--- config.mk ---
export PLATFORM = sky130hd
export DESIGN_NAME = press_counter_display
export DESIGN_NICKNAME = d
export VERILOG_FILES = /design/src/rtl/press_counter_display.sv
export SDC_FILE = /design/constraint.sdc
export NUM_CORES = 1
export LEC_CHECK = 0
export CAP_MARGIN = 20
export CORE_MARGIN = 2
export CORE_UTILIZATION = 50
export CTS_BUF_LIST = sky130_fd_sc_hd__clkbuf_4 sky130_fd_sc_hd__clkbuf_8 sky130_fd_sc_hd__clkbuf_16
export CTS_CLUSTER_DIAMETER = 120
export DETAILED_ROUTE_END_ITERATION = 10
export PLACE_DENSITY = 0.78
export SETUP_SLACK_MARGIN = 0.4
export SYNTH_ARGS = -nofsm -noshare
export SYNTH_HDL_FRONTEND = slang
export SYNTH_SLANG_ARGS = --single-unit
--- constraint.sdc ---
create_clock -name i_clk -period 5.9 [get_ports i_clk]
set_input_delay 1.18 -clock i_clk [delete_from_list [all_inputs] [get_ports i_clk]]
set_output_delay 1.18 -clock i_clk [all_outputs]
set_load 0.005 [all_outputs]
--- src/rtl/press_counter_display.sv ---
// press_counter_display
// Counts debounced push-button presses as a 4-digit BCD total and scans that
// total onto a 4-digit, common-anode, multiplexed seven-segment display.
// The press pulse arrives from a slower debounce clock domain, so it is
// resynchronised and edge-detected before it advances the counter.
module press_counter_display #(
  parameter int SCAN_CYCLES = 50000,
  parameter int SCAN_W      = 16
) (
  input  logic        i_clk,
  input  logic        i_rst,
  input  logic        i_press,
  input  logic        i_clear,
  output logic [15:0] o_count,
  output logic        o_wrap,
  output logic [3:0]  o_an,
  output logic [6:0]  o_seg
);

  localparam logic [SCAN_W-1:0] SCAN_LAST = SCAN_W'(SCAN_CYCLES - 1);

  logic              s1_r;
  logic              s2_r;
  logic              s3_r;
  logic              inc_s;
  logic [15:0]       count_r;
  logic [15:0]       count_next_s;
  logic              wrap_r;
  logic              wrap_next_s;
  logic [16:0]       bcd_sum_s;
  logic [SCAN_W-1:0] scan_r;
  logic [1:0]        digit_r;
  logic [3:0]        nibble_s;

  // Adds one to a 4-digit BCD value; bit 16 of the result is the carry out
  // of the thousands digit, i.e. the 9999 -> 0000 rollover.
  function automatic logic [16:0] bcd_inc(input logic [15:0] v);
    logic [15:0] r;
    logic        carry;
    r     = v;
    carry = 1'b1;
    for (int i = 0; i < 4; i++) begin
      if (carry) begin
        if (v[i*4 +: 4] >= 4'd9) begin
          r[i*4 +: 4] = 4'd0;
          carry       = 1'b1;
        end else begin
          r[i*4 +: 4] = v[i*4 +: 4] + 4'd1;
          carry       = 1'b0;
        end
      end else begin
        r[i*4 +: 4] = v[i*4 +: 4];
      end
    end
    return {carry, r};
  endfunction

  // Active-low segment pattern {g,f,e,d,c,b,a} for one BCD digit.
  function automatic logic [6:0] seg_decode(input logic [3:0] n);
    logic [6:0] s;
    case (n)
      4'd0:    s = 7'b1000000;
      4'd1:    s = 7'b1111001;
      4'd2:    s = 7'b0100100;
      4'd3:    s = 7'b0110000;
      4'd4:    s = 7'b0011001;
      4'd5:    s = 7'b0010010;
      4'd6:    s = 7'b0000010;
      4'd7:    s = 7'b1111000;
      4'd8:    s = 7'b0000000;
      4'd9:    s = 7'b0010000;
      default: s = 7'b1111111;
    endcase
    return s;
  endfunction

  // Two-flop resynchroniser plus a history flop for rising-edge detection.
  always_ff @(posedge i_clk) begin
    if (i_rst) begin
      s1_r <= 1'b0;
      s2_r <= 1'b0;
      s3_r <= 1'b0;
    end else begin
      s1_r <= i_press;
      s2_r <= s1_r;
      s3_r <= s2_r;
    end
  end

  assign inc_s     = s2_r & ~s3_r;
  assign bcd_sum_s = bcd_inc(count_r);

  // Next count: clear beats increment, and an edge coinciding with clear is dropped.
  always_comb begin
    count_next_s = count_r;
    wrap_next_s  = 1'b0;
    if (i_clear) begin
      count_next_s = 16'h0000;
      wrap_next_s  = 1'b0;
    end else if (inc_s) begin
      count_next_s = bcd_sum_s[15:0];
      wrap_next_s  = bcd_sum_s[16];
    end else begin
      count_next_s = count_r;
      wrap_next_s  = 1'b0;
    end
  end

  // Count and rollover-pulse registers.
  always_ff @(posedge i_clk) begin
    if (i_rst) begin
      count_r <= 16'h0000;
      wrap_r  <= 1'b0;
    end else begin
      count_r <= count_next_s;
      wrap_r  <= wrap_next_s;
    end
  end

  // Free-running scan timer; each digit stays lit for SCAN_CYCLES cycles.
  always_ff @(posedge i_clk) begin
    if (i_rst) begin
      scan_r  <= {SCAN_W{1'b0}};
      digit_r <= 2'd0;
    end else if (scan_r == SCAN_LAST) begin
      scan_r  <= {SCAN_W{1'b0}};
      digit_r <= digit_r + 2'd1;
    end else begin
      scan_r  <= scan_r + {{(SCAN_W-1){1'b0}}, 1'b1};
      digit_r <= digit_r;
    end
  end

  // Select the nibble for the currently scanned digit.
  always_comb begin
    nibble_s = count_r[3:0];
    case (digit_r)
      2'd0:    nibble_s = count_r[3:0];
      2'd1:    nibble_s = count_r[7:4];
      2'd2:    nibble_s = count_r[11:8];
      2'd3:    nibble_s = count_r[15:12];
      default: nibble_s = count_r[3:0];
    endcase
  end

  // Display drive follows digit and count with no added latency.
  always_comb begin
    o_an  = ~(4'b0001 << digit_r);
    o_seg = seg_decode(nibble_s);
  end

  assign o_count = count_r;
  assign o_wrap  = wrap_r;

endmodule

==> qor.csv <==
metric,value,unit
synth_top_area_cell,dfxtp_1,
grtUsageTotal,0.184,
crit_required,4.72,ns
cts_root_buf,clkbuf_8,
min_period,3.86,ns
drive_gt1_frac,0.0964,
critical_path.cell_chain,inv_1 > ha_1 > clkinv_1 > mux2i_1 > inv_1 > ha_1 > o21ai_0 > clkdlybuf4s50_1,
fin_cells,330,
syn_avg_cell_area,8.82,um^2
p_leak,0.947,nW
grt_max_degree,16,
drt_iter0_drc,166,
netlist.area_leader.share,0.350,
port_buffers,31,
core-area,0.00409,mm^2
ys_warn_count,0,
cts_tree,yes,
syn-num-nets,271,
cts_made_buffers,5,
status,"finished, final reports clean",
place_hpwl,3.19,mm
cts_sinks,38,
start_util,0.531,
firstDrtPassIters,4,
reg2reg_depth,6,
synth_edf_count,0,
dieArea,0.00488,mm^2
place.gp.congestion,0.799,
tightest_slew,0.617,ns
yosys-top-cells-area,"dfxtp_1 35%, ha_1 12%, xnor2_1 6.5%, inv_1 4.7%, nor2_1 3.6%",
synthToLayoutAreaGrowth,19.7,%
slew_violations,0,
rsz0062_at_grt,no,
slowest_stage,clkdlybuf4s50_1,
crit_end,o_seg[1],
gr-total-overflow,0,
worstPathArrival,2.68,ns
antenna_left,0,
syn_area,0.00217,mm^2
cts_resized,0,
worstSetupStartpointType,register,
finalSetupTns,0,ns
die_w,69.9,um
drcViolationCount,0,
reg2reg_from,o_count[0],
clock_latency,0.29,ns
grt_pass1_vias,1663,
viasPerCell,5.40,
hold_viol_final,0,
synthArstFlopShare,0,
critPathMaxFanout,6,
fmax,259,MHz
num_rows,23,
critical_path_class,reg -> out,
powerDensity,174,mW/mm^2
end_kind,primary output,
ys_ff_latch,38,
cts-htree-levels,2,
postCtsSetupBuffers,0,
cts_hold_buffers,0,
startpoint,digit_r[0],
antenna_found_initial,0,
yosysSeqAreaShare,0.350,
reg2reg_to,o_count[14],
clk_pin_slew,0.06,ns
wire_per_inst,12.5,um
setup_viol,0,
io_pins,32,
wl,4.14,mm
regToRegSetupSlack,3.67,ns
route.vias.total,1781,
hold_path_class,reg -> reg,
clockBufferDepth,2,
antennaDiodeCount,0,
synthCells,246,
slew-limit-headroom,0.585,
synth_cell_types,43,
fin_skew,0.00897,ns
timing.final.crit_share,0.654,
cap_violations,0,
die_h,69.9,um
fill_cells,360,
max_stage_delay,0.51,ns
synth-main-ff-cell,dfxtp_1,
grt_pass1_wl,7.21,mm
dp.cells,324,
nets,306,
max-vdd-ir-drop,0.151,mV
==> sequential cells by signal, summed over array words and instances, names as in the netlist <==
register  count
digit_r       2
s3_r          1
s1_r          1
s2_r          1
o_count      16
o_wrap        1
scan_r       16
==> per-stage QoR <==
step	util	area, um^2	hold WS (ns)	setup WS, ns	total power [mW]
2_1_floorplan	-	2170	0.414	3.02	0.279
3_3_place_gp	0.615	2510	0.425	2.47	0.285
3_5_place_dp	0.615	2510	0.430	2.34	0.285
4_1_cts	0.636	2600	0.445	2.02	0.460
5_1_grt	0.636	2600	0.469	1.83	0.472
6_report	0.636	2600	0.454	2.04	0.453
==> synthesized netlist by cell type, drive strengths merged (7+ instances only) <==
library cell	number
dfxtp	38
mux2i	7
nand2	13
nor2	31
xnor2	16
inv	27
nand4	8
ha	21
nand3	12
o21ai	9
a21oi	14
nor3	7
==> layout by cell type (no fill, tap or decap), types with 3 or more instances in the layout <==
cell,Yosys,layout
a21oi_1,14,14
a222oi_1,4,4
clkbuf_8,0,6
clkdlybuf4s50_1,0,31
dfxtp_1,38,38
ha_1,21,21
inv_1,27,27
mux2i_1,7,7
nand2_1,13,13
nand3_1,12,12
nand4_1,8,8
nor2_1,21,21
nor2_2,10,10
nor2b_1,4,4
nor3_1,7,7
nor4_1,3,3
o21ai_0,9,9
xnor2_1,16,16
==> where the power goes <==
| group | leakage, nW | switching [mW] | internal (mW) |
|---|---|---|---|
| logic | 0.596 | 0.00951 | 0.00774 |
| registers | 0.307 | 0.00264 | 0.259 |
| clock network | 0.0431 | 0.0834 | 0.0900 |
| total | 0.947 | 0.0956 | 0.357 |
==> logic make-up after synthesis <==
group | after synthesis | share of synthesized area
fa+ha+maj | 21 | 0.121
mux | 9 | 0.0427
simple gates | 94 | 0.250
flops | 38 | 0.350
compound gates | 36 | 0.106
xor+xnor | 17 | 0.0686
buf+inv | 31 | 0.0617
==> worst min-delay path by stage <==
stage          start  endpoint  slack [ns]  cells past startpoint
6_report        s1_r      s2_r        0.45                      1
5_1_grt         s1_r      s2_r        0.47                      1
4_1_cts         s1_r      s2_r        0.45                      1
3_5_place_dp    s1_r      s2_r        0.43                      1
3_3_place_gp    s1_r      s2_r        0.43                      1
2_1_floorplan   s1_r      s2_r        0.41                      1
==> layout make-up <==
class	count	area [um^2]	share of cell area
clock buffer	6	82.6	0.0318
inverter	28	105	0.0405
multi-input combinational	177	1280	0.491
sequential	38	761	0.293
tap	50	62.6	0.0241
timing repair buffer	31	310	0.119
==> layer usage <==
layer | global-route usage | vias up | part of all wire | wire length [um]
li1 | - | 924 | - | -
met1 | 0.216 | 802 | 0.44 | 1830
met2 | 0.322 | 50 | 0.49 | 2040
met3 | 0.0491 | 5 | 0.051 | 211
met4 | 0.0662 | 0 | 0.014 | 57
met5 | 0 | - | 0 | 0
==> critical path: cells and delay by family, from the launching register on <==
kind | cells | cell delay, ns
AOI/OAI and AO/OA | 1 | 0.15
adders and majority gates | 2 | 0.51
buffers and inverters | 4 | 0.99
DFF | 1 | 0.34
muxes | 1 | 0.40
Power figures use the tool's default switching activity.
